File: config.mk
export PLATFORM = sky130hd
export DESIGN_NAME = gpio_link_controller
export DESIGN_NICKNAME = d
export VERILOG_FILES = /design/src/rtl/gpio_link_pkg.sv /design/src/rtl/gpio_link_rx.sv /design/src/rtl/gpio_link_controller.sv
export SDC_FILE = /design/constraint.sdc
export NUM_CORES = 1
export LEC_CHECK = 0
export BUFFER_PORTS_ARGS = -buffer_cell sky130_fd_sc_hd__buf_4
export CAP_MARGIN = 10
export CORE_MARGIN = 3
export CORE_UTILIZATION = 25
export CTS_CLUSTER_SIZE = 14
export DETAILED_ROUTE_END_ITERATION = 8
export HOLD_SLACK_MARGIN = 0.03
export PLACE_DENSITY_LB_ADDON = 0.15
export REMOVE_ABC_BUFFERS = 1
export SYNTH_ARGS = -nofsm -noshare
export SYNTH_HDL_FRONTEND = slang
export SYNTH_HIERARCHICAL = 1
export SYNTH_SLANG_ARGS = --single-unit
File: constraint.sdc
create_clock -name clock -period 1.84 [get_ports clock]
set_input_delay 0.092 -clock clock [delete_from_list [all_inputs] [get_ports clock]]
set_output_delay 0.092 -clock clock [all_outputs]
set_load 0.02 [all_outputs]
File: src/rtl/gpio_link_pkg.sv
// Shared encodings and link-bit layout for the GPIO word link.
package gpio_link_pkg;

  typedef enum logic [1:0] {
    TX_IDLE  = 2'd0,
    TX_SETUP = 2'd1,
    TX_REQ   = 2'd2,
    TX_WAIT  = 2'd3
  } tx_state_e;

  localparam int LINK_W           = 6;
  localparam int LINK_NIB_MSB     = 3;
  localparam int LINK_REQ         = 4;
  localparam int LINK_ACK         = 5;
  localparam int NIBBLES_PER_WORD = 8;

  // Select nibble idx of a word, LSB nibble first.
  function automatic logic [3:0] nibble_of(logic [31:0] w, logic [2:0] idx);
    return w[{idx, 2'b00} +: 4];
  endfunction

endpackage

File: src/rtl/gpio_link_rx.sv
// RX engine: detects req toggles from the peer, assembles nibbles, toggles ack.
module gpio_link_rx
  import gpio_link_pkg::*;
(
  input  logic              clock,
  input  logic              reset,
  input  logic [LINK_W-1:0] link_in,
  output logic              ack,
  output logic              ack_toggle,
  output logic              rx_valid,
  output logic [31:0]       rx_data
);

  logic        last_req_seen;
  logic [2:0]  rnib;
  logic [31:0] rx_shift;

  // A new nibble is present whenever the peer's req differs from the last one seen.
  assign ack_toggle = (link_in[LINK_REQ] != last_req_seen);

  // Capture nibble, acknowledge it, and publish the word after the eighth nibble.
  always_ff @(posedge clock or negedge reset) begin
    if (!reset) begin
      last_req_seen <= 1'b0;
      ack           <= 1'b0;
      rnib          <= 3'd0;
      rx_shift      <= 32'd0;
      rx_valid      <= 1'b0;
      rx_data       <= 32'd0;
    end else begin
      rx_valid <= 1'b0;
      if (ack_toggle) begin
        last_req_seen                 <= link_in[LINK_REQ];
        ack                           <= ~ack;
        rx_shift[{rnib, 2'b00} +: 4]  <= link_in[LINK_NIB_MSB:0];
        if (rnib == 3'(NIBBLES_PER_WORD - 1)) begin
          rx_data  <= {link_in[LINK_NIB_MSB:0], rx_shift[27:0]};
          rx_valid <= 1'b1;
          rnib     <= 3'd0;
        end else begin
          rnib <= rnib + 3'd1;
        end
      end
    end
  end

endmodule

File: src/rtl/gpio_link_controller.sv
// Word-level link controller: TX nibble FSM, RX engine, shared write-register merge.
module gpio_link_controller
  import gpio_link_pkg::*;
#(
  parameter int SETUP_CYCLES   = 4,
  parameter int TIMEOUT_CYCLES = 100000,
  parameter int CNT_W          = 17
) (
  input  logic        clock,
  input  logic        reset,
  input  logic        tx_valid,
  input  logic [31:0] tx_data,
  output logic        tx_ready,
  output logic        tx_done,
  output logic        tx_timeout,
  output logic        rx_valid,
  output logic [31:0] rx_data,
  output logic        mem_write,
  output logic [31:0] mem_data_write,
  input  logic [31:0] mem_data_read
);

  tx_state_e         state, state_nx;
  logic [CNT_W-1:0]  cnt, cnt_nx;
  logic [2:0]        nib, nib_nx;
  logic [31:0]       word, word_nx;
  logic [4:0]        tx_bits, tx_bits_nx;
  logic              done_nx, timeout_nx;
  logic [LINK_W-1:0] link_in;
  logic              ack, ack_toggle;
  logic              unused_hi;

  assign unused_hi = ^mem_data_read[31:LINK_W];

  // Extra sync stage on the registered GPIO input; every decision uses link_in.
  always_ff @(posedge clock or negedge reset) begin
    if (!reset) link_in <= '0;
    else        link_in <= mem_data_read[LINK_W-1:0];
  end

  gpio_link_rx u_rx (
    .clock      (clock),
    .reset      (reset),
    .link_in    (link_in),
    .ack        (ack),
    .ack_toggle (ack_toggle),
    .rx_valid   (rx_valid),
    .rx_data    (rx_data)
  );

  // TX next-state: hold nibble, toggle req, wait for matching ack or timeout.
  always_comb begin
    state_nx   = state;
    cnt_nx     = cnt;
    nib_nx     = nib;
    word_nx    = word;
    tx_bits_nx = tx_bits;
    done_nx    = 1'b0;
    timeout_nx = 1'b0;
    case (state)
      TX_IDLE: begin
        if (tx_valid) begin
          word_nx  = tx_data;
          nib_nx   = 3'd0;
          cnt_nx   = '0;
          state_nx = TX_SETUP;
        end
      end
      TX_SETUP: begin
        tx_bits_nx[LINK_NIB_MSB:0] = nibble_of(word, nib);
        if (cnt == CNT_W'(SETUP_CYCLES - 1)) begin
          cnt_nx   = '0;
          state_nx = TX_REQ;
        end else begin
          cnt_nx = cnt + 1'b1;
        end
      end
      TX_REQ: begin
        tx_bits_nx[LINK_REQ] = ~tx_bits[LINK_REQ];
        cnt_nx               = '0;
        state_nx             = TX_WAIT;
      end
      TX_WAIT: begin
        if (link_in[LINK_ACK] == tx_bits[LINK_REQ]) begin
          cnt_nx = '0;
          if (nib == 3'(NIBBLES_PER_WORD - 1)) begin
            done_nx  = 1'b1;
            state_nx = TX_IDLE;
          end else begin
            nib_nx   = nib + 3'd1;
            state_nx = TX_SETUP;
          end
        end else if (cnt == CNT_W'(TIMEOUT_CYCLES - 1)) begin
          // req stays toggled; both ends must reset to resync.
          timeout_nx = 1'b1;
          state_nx   = TX_IDLE;
        end else begin
          cnt_nx = cnt + 1'b1;
        end
      end
      default: state_nx = TX_IDLE;
    endcase
  end

  // TX state plus merged write: one strobe covers any TX and/or RX bit change.
  always_ff @(posedge clock or negedge reset) begin
    if (!reset) begin
      state      <= TX_IDLE;
      cnt        <= '0;
      nib        <= 3'd0;
      word       <= 32'd0;
      tx_bits    <= 5'd0;
      tx_done    <= 1'b0;
      tx_timeout <= 1'b0;
      mem_write  <= 1'b0;
    end else begin
      state      <= state_nx;
      cnt        <= cnt_nx;
      nib        <= nib_nx;
      word       <= word_nx;
      tx_bits    <= tx_bits_nx;
      tx_done    <= done_nx;
      tx_timeout <= timeout_nx;
      mem_write  <= (tx_bits_nx != tx_bits) || ack_toggle;
    end
  end

  assign tx_ready       = (state == TX_IDLE);
  assign mem_data_write = {26'd0, ack, tx_bits};

endmodule
==> tab_implementation.tex, run 1 <==
\begin{tabular}{lr}
\hline
Metric & Value \\
\hline
\multicolumn{2}{l}{\textbf{Die}} \\
\quad Die Span X & 166 um \\
\quad Total I/O pin count & 136 \\
\quad Total core area & 24700 sq um \\
\quad Number of placement rows & 57 \\
\quad Initial standard-cell utilization of the core & 25.9\% \\
\quad Die footprint & 27500 sq um \\
\quad Vertical extent of the die & 166 um \\
\multicolumn{2}{l}{\textbf{STA}} \\
\quad Min Tclk post-route & 1.89 ns \\
\quad Final-report hold violation count & 0 \\
\quad Max Freq & 0.530 GHz \\
\quad Post-route worst setup slack & -0.0479 ns \\
\quad Setup repair after global routing missed its margin & true \\
\quad Final max-slew violation count & 0 \\
\quad Setup violation total in the final timing report & 7 \\
\quad Final worst clock skew & 0.0110 ns \\
\quad Final Cycle Share & 103\% \\
\quad Hold slack & 0.173 ns \\
\multicolumn{2}{l}{\textbf{Route}} \\
\quad DRC viols & 0 \\
\quad Number of search-and-repair iterations in the first detailed-routing pass & 4 \\
\quad Number of nets still failing antenna checks after routing & 0 \\
\quad Number of DRC violations after detailed-routing iteration 0 & 116 \\
\quad Routed vias & 4241 \\
\quad Vias per cell & 4.21 \\
\quad Routed wire length & 14800 um \\
\quad WL per Instance & 14.7 um \\
\multicolumn{2}{l}{\textbf{Cells and area}} \\
\quad Ant. Diodes & 0 \\
\quad Layout Cells excl Fill & 1007 \\
\quad Share of layout cells above drive strength 1 & 47.1\% \\
\quad Final Util & 36.3\% \\
\quad Number of nets in the final layout & 751 \\
\quad P\&R area growth vs syn & 40.5\% \\
\multicolumn{2}{l}{\textbf{Worst setup path}} \\
\quad Worst setup SP type & flip-flop \\
\quad Max FO, Critical Path & 6 \\
\quad Worst setup EP type & flip-flop \\
\quad Signal arrival time at the worst endpoint & 2.18 ns \\
\quad Critical path required time & 2.13 ns \\
\quad Class of the most critical setup path & reg2reg \\
\quad Reg-to-reg slack, setup & -0.05 ns \\
\multicolumn{2}{l}{\textbf{Global route}} \\
\quad Antenna violations before repair & 0 \\
\quad Overflow after GRT & 0 \\
\quad Overall track demand over capacity in global routing & 10.7\% \\
\quad Number of global-route vias before repair & 4605 \\
\quad Largest net degree at the start of global routing & 46 \\
\quad Global-route wire length before repair & 24000 um \\
\multicolumn{2}{l}{\textbf{Pwr}} \\
\quad Leakage power & 4.25 nW \\
\quad Peak ir drop on the vdd network & 0.000628 V \\
\quad Total power of the final layout & 14.0 mW \\
\quad Power per Cell Area & 1560 nW/um\^{}2 \\
\multicolumn{2}{l}{\textbf{Clock network}} \\
\quad CTS buffer count & 17 \\
\quad Clock-pin slew on the worst setup and hold paths & 0.06 ns \\
\quad Buffer cell driving the clock tree root & sky130\_fd\_sc\_hd\_\_clkbuf\_16 \\
\quad Insertion delay to the later sink of the worst-skew pair & 0.42 ns \\
\quad Number of buffers on the longest clock path & 2 \\
\quad H-tree Lvls & 4 \\
\quad Clock tree from TritonCTS & yes \\
\quad Clock sink total & 134 \\
\multicolumn{2}{l}{\textbf{Synth}} \\
\quad Number of flip-flops and latches in the synthesized netlist & 134 \\
\quad Syn\_area\_per\_cell & 13.2 sq um \\
\quad Sequential fraction of the synthesis area & 52.4\% \\
\quad Post-synth ARST share & 100\% \\
\quad Warnings from Yosys & 6 \\
\quad Number of unique standard cell types used by synthesis & 60 \\
\quad Cells after Synth & 485 \\
\quad Post-synth EDFFs & 0 \\
\quad Top flip-flop cell by instance count after synthesis & sky130\_fd\_sc\_hd\_\_dfrtp\_1 \\
\quad Area of the mapped netlist & 6400 sq um \\
\multicolumn{2}{l}{\textbf{Place}} \\
\quad Buffers on Ports & 83 \\
\quad Final HPWL from detailed placement & 10300 um \\
\quad Routability Congestion & 0.753 \\
\quad Pre-CTS setup slack & -0.202 ns \\
\quad Number of placed instances with taps included & 926 \\
\multicolumn{2}{l}{\textbf{Min path}} \\
\quad Tightest Hold Check Type & in2async \\
\multicolumn{2}{l}{\textbf{Run status}} \\
\quad Outcome & complete, but fails checks \\
\quad Failing checks & negative setup slack \\
\multicolumn{2}{l}{\textbf{Flow run}} \\
\quad Max-capacitance violation count & 0 \\
\hline
\end{tabular}
Yosys cell counts (2+ instances only):
| cell | count | area (sq um) |
|---|---|---|
| sky130_fd_sc_hd__dfrtp_1 | 134 | 3350 |
| sky130_fd_sc_hd__mux2_2 | 60 | 676 |
| sky130_fd_sc_hd__buf_4 | 29 | 218 |
| sky130_fd_sc_hd__mux2_4 | 29 | 435 |
| sky130_fd_sc_hd__nand2_1 | 23 | 86.3 |
| sky130_fd_sc_hd__o21ai_0 | 20 | 100 |
| sky130_fd_sc_hd__mux2i_1 | 19 | 190 |
| sky130_fd_sc_hd__inv_1 | 17 | 63.8 |
| sky130_fd_sc_hd__ha_1 | 14 | 175 |
| sky130_fd_sc_hd__a22o_1 | 11 | 96.3 |
| sky130_fd_sc_hd__nor2_1 | 11 | 41.3 |
| sky130_fd_sc_hd__and2_1 | 9 | 56.3 |
| sky130_fd_sc_hd__nor2b_1 | 9 | 56.3 |
| sky130_fd_sc_hd__and3_1 | 7 | 43.8 |
| sky130_fd_sc_hd__nand3_1 | 7 | 35.0 |
| sky130_fd_sc_hd__nor3_1 | 7 | 35.0 |
| sky130_fd_sc_hd__xnor2_1 | 6 | 52.6 |
| sky130_fd_sc_hd__a2111oi_0 | 4 | 35.0 |
| sky130_fd_sc_hd__a21oi_1 | 4 | 20.0 |
| sky130_fd_sc_hd__buf_6 | 4 | 45.0 |
| sky130_fd_sc_hd__buf_1 | 3 | 11.3 |
| sky130_fd_sc_hd__clkbuf_1 | 3 | 11.3 |
| sky130_fd_sc_hd__mux4_2 | 3 | 67.6 |
| sky130_fd_sc_hd__nand2b_1 | 3 | 18.8 |
| sky130_fd_sc_hd__nand4_1 | 3 | 18.8 |
| sky130_fd_sc_hd__nor3_2 | 3 | 30.0 |
| sky130_fd_sc_hd__nor4_1 | 3 | 18.8 |
| sky130_fd_sc_hd__xor2_1 | 3 | 26.3 |
| sky130_fd_sc_hd__a21boi_0 | 2 | 15.0 |
| sky130_fd_sc_hd__buf_2 | 2 | 10.0 |
| sky130_fd_sc_hd__nand3b_1 | 2 | 15.0 |
| sky130_fd_sc_hd__nor4b_4 | 2 | 47.6 |
| sky130_fd_sc_hd__o31ai_1 | 2 | 15.0 |
layout make-up:
class | count | area (sq um)
repair buffers | 181 | 1600
well taps | 324 | 405
clock buffers | 20 | 447
fillers | 2414 | 15800
multi-input cells | 318 | 2990
inverters | 18 | 70.1
clock inverters | 12 | 120
flip-flops and latches | 134 | 3360
flip-flops by register name, summed over array words and instances (netlist names):
name,count
cnt,17
link_in,6
mem_write,1
nib,3
state,2
tx_bits,5
tx_done,1
tx_timeout,1
u_rx/ack,1
u_rx/last_req_seen,1
u_rx/rnib,3
u_rx/rx_data,32
u_rx/rx_shift,28
u_rx/rx_valid,1
word,32
layer usage:
metal	share of wire, %	vias up	track usage (%)
li1	-	2050	-
met1	47	2101	14.1
met2	48	81	17.4
met3	3.1	9	2.59
met4	1.1	0	3.76
met5	0	-	0
path summary, 6_finish.rpt:
path,end,from,cells past startpoint
max in group asynchronous,word[15],reset,3
worst max-delay path,mem_write,nib[0],6
min in group clock,nib[1],tx_valid,5
worst min register to register,u_rx/ack,u_rx/ack,1
worst max register to register,mem_write,nib[0],6
worst min-delay path,link_in[2],reset,2
power by group:
part | total, mW | internal (mW) | switching (mW)
sequential | 4.72 | 4.05 | 0.672
clock | 3.29 | 1.92 | 1.37
combinational | 5.99 | 3.17 | 2.81
cells in the final DEF, fill, tap and decap left out, types with 12 or more instances in the layout:
master | synthesis | routed
sky130_fd_sc_hd__buf_4 | 29 | 126
sky130_fd_sc_hd__clkbuf_16 | 0 | 18
sky130_fd_sc_hd__conb_1 | 1 | 26
sky130_fd_sc_hd__dfrtp_1 | 134 | 132
sky130_fd_sc_hd__dlygate4sd3_1 | 0 | 39
sky130_fd_sc_hd__inv_1 | 17 | 14
sky130_fd_sc_hd__mux2_2 | 60 | 59
sky130_fd_sc_hd__mux2_4 | 29 | 30
sky130_fd_sc_hd__mux2i_1 | 19 | 19
sky130_fd_sc_hd__nand2_1 | 23 | 19
sky130_fd_sc_hd__o21ai_0 | 20 | 12
per-stage QoR:
stage	setup TNS, ns	instance area [sq um]
2_1_floorplan	-10.67	6200
3_3_place_gp	-3.54	7690
3_5_place_dp	-4.33	7690
4_1_cts	-0.0769	8770
5_1_grt	-1.31	8990
6_report	-0.112	8990
logic make-up after synthesis:
kind of cell    Yosys count  share of synthesized area, %
simple gates            103                          10.0
flops                   134                          52.4
xor+xnor                 10                          1.66
compound gates           53                          6.02
other cells               1                        0.0586
mux                     111                          21.4
fa+ha+maj                14                          2.74
buf+inv                  59                          5.71
critical path, cell delays in order, from the launching register on:
cell and delay (ns):
sky130_fd_sc_hd__dfrtp_2 0.44, sky130_fd_sc_hd__buf_12 0.15, sky130_fd_sc_hd__mux2i_1 0.11, sky130_fd_sc_hd__mux4_2 0.52, sky130_fd_sc_hd__xnor2_2 0.16, sky130_fd_sc_hd__o41ai_2 0.31
sky130_fd_sc_hd__nand2_1 0.08
what timing repair did:
| action | CTS | global route |
|---|---|---|
| gates cloned | 1 | 1 |
| hold endpoints to repair | 155 | 0 |
| gates resized for setup | 16 | 51 |
| hold buffers | 39 | 0 |
| pin swaps | 8 | 21 |
| buffers inserted | 6 | 2 |
| setup endpoints to repair | 42 | 44 |
Note: power is estimated with default switching activity, not from simulation.
==> run 2: changes to the inputs <==
Settings changed: CORE_ASPECT_RATIO set to 1.75, CORE_UTILIZATION 25 to 36, HOLD_SLACK_MARGIN 0.03 to unset.
==> run 2 against run 1 <==
  * The flow still finishes with violations (negative setup slack)
  * Non-clock buffer count shrank 5
  * Flip-flop and latch count unchanged
  * Power shrank 0.64%
  * Sequential share of layout area grew 0.99 points
  * Clock-buffer cell count down 1
  * Register-to-register slack got worse by 0.03 ns
  * Critical path depth unchanged
  * Critical path type unchanged
==> tab_implementation.tex, run 2 (same netlist as run 1, synthesis figures left out) <==
\begin{tabular}{lr}
\hline
Metric & Value \\
\hline
\multicolumn{2}{l}{\textbf{Run status}} \\
\quad Outcome & complete, but fails checks \\
\quad Failing checks & negative setup slack \\
\multicolumn{2}{l}{\textbf{Pwr}} \\
\quad Internal power contribution & 9.04 mW (-1.1\%) \\
\quad Net switching component of the power & 4.87 mW (+0.24\%) \\
\quad Relative contribution of the clock network to total power & 24.0\% (+0.5 points) \\
\quad Fraction of power spent switching nets & 35.0\% (+0.31 points) \\
\quad Peak ir drop on the vdd network & 0.000686 V (+9.3\%) \\
\quad Power share of the combinational group & 41.9\% (-0.9 points) \\
\quad Power share of the sequential group & 34.1\% (+0.4 points) \\
\quad Power per Cell Area & 1590 nW/um\^{}2 (+2.0\%) \\
\quad Leakage power & 4.19 nW (-1.3\%) \\
\multicolumn{2}{l}{\textbf{Worst setup path}} \\
\quad Launching point of the worst reg2reg path & word[6] \\
\quad Class of the most critical setup path & reg2reg \\
\quad CP Launch Point & word[6] \\
\quad Depth of the worst register-to-register path & 6 (unchanged) \\
\quad Max FO, Critical Path & 2 (-4) \\
\quad Capture point of the critical path & mem\_write \\
\quad Worst setup EP type & flip-flop \\
\quad Endpoint of the lowest-slack register-to-register path & mem\_write \\
\quad Worst setup SP type & flip-flop \\
\quad Reg-to-reg slack, setup & -0.08 ns (-0.03 ns) \\
\quad Critical path required time & 2.14 ns (about the same) \\
\quad Signal arrival time at the worst endpoint & 2.21 ns (+0.03 ns) \\
\multicolumn{2}{l}{\textbf{Cells and area}} \\
\quad Ant. Diodes & 0 (unchanged) \\
\quad Final Util & 51.0\% (+15 points) \\
\quad Most frequent cells in the layout & sky130\_fd\_sc\_hd\_\_dfrtp\_1, sky130\_fd\_sc\_hd\_\_buf\_4, sky130\_fd\_sc\_hd\_\_mux2\_2 \\
\quad Number of nets in the final layout & 746 (-0.67\%) \\
\quad Most common cell after layout, fill and taps aside & sky130\_fd\_sc\_hd\_\_dfrtp\_1 \\
\quad Largest registers & u\_rx/rx\_data: 32 flops, word: 32 flops, u\_rx/rx\_shift: 28 flops \\
\quad P\&R area growth vs syn & 36.9\% \\
\quad Share of layout cells above drive strength 1 & 46.5\% (-0.68 points) \\
\multicolumn{2}{l}{\textbf{Route}} \\
\quad WL per Instance & 15.7 um (+7.0\%) \\
\quad Number of DRC violations after detailed-routing iteration 0 & 121 (+4.3\%) \\
\quad Number of search-and-repair iterations in the first detailed-routing pass & 4 (unchanged) \\
\quad DRC viols & 0 (unchanged) \\
\quad Routed wire length & 14200 um (-3.9\%) \\
\quad Vias per cell & 4.77 (+13\%) \\
\quad Routed vias & 4320 (+1.9\%) \\
\quad Number of nets still failing antenna checks after routing & 0 (unchanged) \\
\multicolumn{2}{l}{\textbf{Clock network}} \\
\quad Clock-pin slew on the worst setup and hold paths & 0.06 ns (about the same) \\
\quad H-tree Lvls & 4 (unchanged) \\
\quad CTS buffer count & 17 (unchanged) \\
\quad Number of buffers on the longest clock path & 2 (unchanged) \\
\quad Clock tree from TritonCTS & yes \\
\quad Buffer cell driving the clock tree root & sky130\_fd\_sc\_hd\_\_clkbuf\_16 \\
\quad Clock sink total & 134 (unchanged) \\
\quad Insertion delay to the later sink of the worst-skew pair & 0.42 ns (about the same) \\
\multicolumn{2}{l}{\textbf{Global route}} \\
\quad Number of global-route vias before repair & 4578 (-0.59\%) \\
\quad Global-route wire length before repair & 23300 um (-2.9\%) \\
\quad Antenna violations before repair & 0 (unchanged) \\
\quad Overflow after GRT & 0 (unchanged) \\
\quad Largest net degree at the start of global routing & 52 (+13\%) \\
\quad Overall track demand over capacity in global routing & 15.2\% (+4.4 points) \\
\multicolumn{2}{l}{\textbf{Die}} \\
\quad Vertical extent of the die & 182 um (+9.9\%) \\
\quad Initial standard-cell utilization of the core & 37.2\% (+11 points) \\
\quad Total I/O pin count & 136 (unchanged) \\
\quad Number of placement rows & 63 (+11\%) \\
\quad Die Span X & 107 um (-36\%) \\
\quad Die footprint & 19500 sq um (-29\%) \\
\quad Total core area & 17200 sq um (-31\%) \\
\multicolumn{2}{l}{\textbf{Place}} \\
\quad Buffers on Ports & 83 (unchanged) \\
\quad Routability Congestion & 0.803 (+6.6\%) \\
\quad Final HPWL from detailed placement & 10000 um (-2.9\%) \\
\quad Pre-CTS setup slack & -0.179 ns (+0.0227 ns) \\
\multicolumn{2}{l}{\textbf{STA}} \\
\quad Min Tclk post-route & 1.92 ns (+0.0297 ns) \\
\quad Max-slew headroom at the worst pin & 64.6\% \\
\quad Setup repair after global routing missed its margin & true \\
\quad Final Cycle Share & 104\% (+1.6 points) \\
\quad Final worst clock skew & 0.00971 ns (-0.00128 ns) \\
\quad Actual slew at the worst max-slew pin & 0.529 ns \\
\quad Post-route worst setup slack & -0.0776 ns (-0.0297 ns) \\
\quad Setup violation total in the final timing report & 2 (-5) \\
\quad Max Freq & 0.521 GHz (-1.5\%) \\
\quad Final-report hold violation count & 0 (unchanged) \\
\quad Final max-slew violation count & 0 (unchanged) \\
\multicolumn{2}{l}{\textbf{Min path}} \\
\quad Tightest Hold Check Type & in2async \\
\multicolumn{2}{l}{\textbf{Flow run}} \\
\quad Max-capacitance violation count & 0 (unchanged) \\
\hline
\end{tabular}
[run 2: cell count changes in the layout (fill, tap and decap cells not counted), sizes merged]
cell / change
buf: -4
clkbuf: -2
clkinv: -3
clkinvlp: -1
inv: +5
[run 2: through the flow]
stage               hold slack [ns]  std cells  area (sq um)  power [mW]  setup TNS, ns
floorplan                    -0.204        469          6200        8.05         -10.67
global placement             0.0635        826          7520        9.97          -2.18
detailed placement           0.0669        826          7520        10.1          -3.18
CTS                           0.176        897          8530        13.7        -0.0661
global route                  0.190        905          8760        14.8          -1.10
finish                        0.169        905          8760        13.9        -0.0836
[run 2: repair_timing]
action,in CTS,in global routing
hold buffers,39,0
resized for setup,7,52
pin swaps,5,22
cloned,0,1
setup buffers,0,7
endpoints found under the hold margin,83,0
setup endpoints to repair,43,46
[run 2: layer usage]
layer	track usage [%]	share of wire [%]
met5	0	0
met4	5.43	1.7
met3	4.28	4.4
met2	27.6	56
met1	16.6	38
[run 2: area by class of cell]
cell class / count / area (sq um)
fill: 1516 / 8430
sequential: 134 / 3360
multi-input combinational: 318 / 2970
timing repair buffer: 176 / 1500
clock buffer: 19 / 443
tap: 227 / 284
clock inverter: 13 / 136
inverter: 18 / 70.1
[run 2: critical path, cell delays in order (launching register included)]
cell,delay [ns]
sky130_fd_sc_hd__dfrtp_1,0.40
sky130_fd_sc_hd__nor2b_1,0.14
sky130_fd_sc_hd__a2111oi_1,0.53
sky130_fd_sc_hd__nor4_2,0.13
sky130_fd_sc_hd__xor2_1,0.19
sky130_fd_sc_hd__o41ai_2,0.33
sky130_fd_sc_hd__nand2_1,0.08
[run 2: how the worst min path moves through the flow]
stage / cells after the start / end / slack, ns
finish: 2 / word[12] / 0.17
global route: 2 / word[4] / 0.19
CTS: 2 / word[21] / 0.18
detailed placement: 1 / word[21] / 0.07
global placement: 1 / word[4] / 0.06
floorplan: 0 / cnt[0] / -0.20
[run 2: power by group through the flow]
stage,registers [mW],logic (mW),clock network (mW)
after floorplan,5.10,2.95,0
after global placement,4.74,5.23,0
after detailed placement,4.78,5.32,0
after CTS,4.74,5.47,3.44
after global routing,4.89,6.35,3.57
final,4.74,5.83,3.34
==> run 3: changes to the inputs <==
Settings changed: MAX_ROUTING_LAYER set to met4.
==> run 3 against run 2 <==
  * The flow still finishes with violations (negative setup slack)
  * Final area barely moved
  * Cell count is the same
  * Sequential share of layout area about the same
  * Wire length decreased by 0.23%
  * Maximum frequency up 0.71%
  * Sequential power is essentially flat
  * Setup slack improved by 0.013 ns
  * Global-route usage grew 0.47 points
  * Largest power group unchanged
  * Clock power is essentially flat
  * Combinational power is essentially flat
  * Largest cell class unchanged
==> tab_implementation.tex, run 3 (same netlist as run 1, synthesis figures left out) <==
\begin{tabular}{lr}
\hline
Metric & Value \\
\hline
\multicolumn{2}{l}{\textbf{Cells and area}} \\
\quad Largest registers & u\_rx/rx\_data: 32 flops, word: 32 flops, u\_rx/rx\_shift: 28 flops \\
\quad Ant. Diodes & 0 (unchanged) \\
\quad Fillers & 1511 (-0.33\%) \\
\quad Share of layout cells above drive strength 1 & 46.5\% (unchanged) \\
\quad Most common cell after layout, fill and taps aside & sky130\_fd\_sc\_hd\_\_dfrtp\_1 \\
\quad Final design instance area without fill & 8760 sq um (about the same) \\
\quad Most frequent cells in the layout & sky130\_fd\_sc\_hd\_\_dfrtp\_1, sky130\_fd\_sc\_hd\_\_buf\_4, sky130\_fd\_sc\_hd\_\_mux2\_2 \\
\quad Number of nets in the final layout & 746 (unchanged) \\
\quad P\&R area growth vs syn & 36.9\% (about the same) \\
\multicolumn{2}{l}{\textbf{Route}} \\
\quad Routed wire length & 14200 um (-0.23\%) \\
\quad WL per Instance & 15.6 um (-0.23\%) \\
\quad Met1 WL & 5470 um (+0.96\%) \\
\quad Number of search-and-repair iterations in the first detailed-routing pass & 4 (unchanged) \\
\quad Number of nets still failing antenna checks after routing & 0 (unchanged) \\
\quad DRC viols & 0 (unchanged) \\
\quad Sum of met3 wire segment lengths after detailed routing & 555 um (-12\%) \\
\quad Top routing layer in use & met4 \\
\quad Number of DRC violations after detailed-routing iteration 0 & 122 (+0.83\%) \\
\quad Wire length on met2 & 7900 um (+0.14\%) \\
\quad Vias per cell & 4.75 (-0.42\%) \\
\quad Routed vias & 4302 (-0.42\%) \\
\multicolumn{2}{l}{\textbf{STA}} \\
\quad Min Tclk post-route & 1.90 ns (-0.0134 ns) \\
\quad Setup violation total in the final timing report & 3 (+1) \\
\quad Max-slew headroom at the worst pin & 64.8\% (+0.16 points) \\
\quad Actual slew at the worst max-slew pin & 0.527 ns (-0.00233 ns) \\
\quad Max Freq & 0.525 GHz (+0.71\%) \\
\quad Final worst clock skew & 0.00919 ns (-0.000517 ns) \\
\quad Final max-slew violation count & 0 (unchanged) \\
\quad Setup TNS & -0.0718 ns (+0.0118 ns) \\
\quad Final Cycle Share & 103\% (-0.73 points) \\
\quad Setup repair after global routing missed its margin & true \\
\quad Final-report hold violation count & 0 (unchanged) \\
\quad Post-route worst setup slack & -0.0641 ns (+0.0134 ns) \\
\multicolumn{2}{l}{\textbf{Pwr}} \\
\quad Peak ir drop on the vdd network & 0.000689 V (+0.44\%) \\
\quad Power per Cell Area & 1590 nW/um\^{}2 (about the same) \\
\quad Leakage power & 4.19 nW (about the same) \\
\quad Total power of the final layout & 13.9 mW (about the same) \\
\multicolumn{2}{l}{\textbf{Die}} \\
\quad Vertical extent of the die & 182 um (unchanged) \\
\quad Number of placement rows & 63 (unchanged) \\
\quad Die Span X & 107 um (unchanged) \\
\quad Die footprint & 19500 sq um (unchanged) \\
\quad Initial standard-cell utilization of the core & 37.2\% (unchanged) \\
\quad Total core area & 17200 sq um (unchanged) \\
\quad Total I/O pin count & 136 (unchanged) \\
\multicolumn{2}{l}{\textbf{Run status}} \\
\quad Failing checks & negative setup slack \\
\quad Outcome & complete, but fails checks \\
\multicolumn{2}{l}{\textbf{Worst setup path}} \\
\quad Critical-path cell with the highest stage delay & sky130\_fd\_sc\_hd\_\_a2111oi\_1 \\
\quad Worst setup SP type & flip-flop \\
\quad Worst setup EP type & flip-flop \\
\quad Class of the most critical setup path & reg2reg \\
\quad Signal arrival time at the worst endpoint & 2.20 ns (about the same) \\
\quad Crit path cell chain & buf\_4 -> a2111oi\_1 -> nor4\_2 -> xor2\_1 -> o41ai\_2 -> nand2\_1 \\
\quad Critical path required time & 2.13 ns (about the same) \\
\quad Reg-to-reg slack, setup & -0.06 ns (about the same) \\
\quad Max FO, Critical Path & 7 (+5) \\
\quad Crit-path max cell delay & 0.50 ns (-0.03 ns) \\
\multicolumn{2}{l}{\textbf{Clock network}} \\
\quad Clock-pin slew on the worst setup and hold paths & 0.07 ns (about the same) \\
\quad H-tree Lvls & 4 (unchanged) \\
\quad CTS buffer count & 17 (unchanged) \\
\quad Clock tree from TritonCTS & yes \\
\quad Clock sink total & 134 (unchanged) \\
\quad Insertion delay to the later sink of the worst-skew pair & 0.42 ns (about the same) \\
\quad Buffer cell driving the clock tree root & sky130\_fd\_sc\_hd\_\_clkbuf\_16 \\
\quad Number of buffers on the longest clock path & 2 (unchanged) \\
\multicolumn{2}{l}{\textbf{Global route}} \\
\quad Largest net degree at the start of global routing & 52 (unchanged) \\
\quad Overflow after GRT & 0 (unchanged) \\
\quad Number of global-route vias before repair & 4566 (-0.26\%) \\
\quad Overall track demand over capacity in global routing & 15.6\% (+0.47 points) \\
\quad Antenna violations before repair & 0 (unchanged) \\
\quad Global-route wire length before repair & 23300 um (about the same) \\
\multicolumn{2}{l}{\textbf{Place}} \\
\quad Pre-CTS setup slack & -0.179 ns (unchanged) \\
\quad Routability Congestion & 0.819 (+2.0\%) \\
\quad Buffers on Ports & 83 (unchanged) \\
\quad Standard cell area after detailed placement & 7520 sq um (unchanged) \\
\quad Final HPWL from detailed placement & 10000 um (unchanged) \\
\multicolumn{2}{l}{\textbf{Min path}} \\
\quad Tightest Hold Check Type & in2async \\
\multicolumn{2}{l}{\textbf{Flow run}} \\
\quad Max-capacitance violation count & 0 (unchanged) \\
\hline
\end{tabular}
==> run 3: path summary, 6_finish.rpt <==
path,startpoint,endpoint,cells past startpoint
worst min-delay path,reset,word[21],2
max in group asynchronous,reset,u_rx/rx_data[20],3
worst max-delay path,nib[1],mem_write,6
worst min register to register,u_rx/ack,u_rx/ack,1
worst max register to register,nib[1],mem_write,6
min in group clock,tx_valid,cnt[8],4
==> run 3: what timing repair did <==
| action | 4_1_cts | 5_1_grt |
|---|---|---|
| pin swaps | 5 | 21 |
| resized for setup | 7 | 52 |
| buffers inserted | 0 | 7 |
| endpoints found under the hold margin | 83 | 0 |
| hold buffers | 39 | 0 |
| cloned | 0 | 1 |
| endpoints found under the setup margin | 43 | 46 |
==> run 3: per-stage QoR <==
step | util [%] | hold slack (ns) | instances
3_5_place_dp | 43.8 | 0.0669 | 826
5_1_grt | 51.0 | 0.191 | 905
6_report | 51.0 | 0.174 | 905
4_1_cts | 49.6 | 0.176 | 897
2_1_floorplan | - | -0.204 | 469
3_3_place_gp | 43.8 | 0.0635 | 826
==> run 3: critical path, delay by kind of cell, from the launching register on <==
kind	cells	cell delay, ns
DFF	1	0.38
xor gates and xnor gates	1	0.19
buffers and inverters	1	0.18
AOI/OAI and AO/OA	2	0.83
and+or+nand+nor	2	0.21
==> run 3: metal layers <==
metal,GRT usage (%),up-vias
met5,-,-
met4,5.12,0
met3,4.35,18
met2,27.4,103
met1,16.9,2136
li1,-,2045
==> run 3: layout make-up <==
class / instances / area (sq um) / share of cell area [%]
sequential: 134 / 3360 / 38.3
timing repair buffer: 176 / 1500 / 17.1
inverter: 18 / 70.1 / 0.800
clock buffer: 19 / 443 / 5.05
clock inverter: 13 / 136 / 1.56
multi-input combinational: 318 / 2970 / 33.9
tap: 227 / 284 / 3.24
==> run 3: power breakdown <==
| part | leakage (nW) | total, mW | switching (mW) | internal, mW |
|---|---|---|---|---|
| combinational | 2.19 | 5.84 | 2.78 | 3.07 |
| clock | 0.276 | 3.34 | 1.40 | 1.94 |
| sequential | 1.72 | 4.73 | 0.684 | 4.05 |
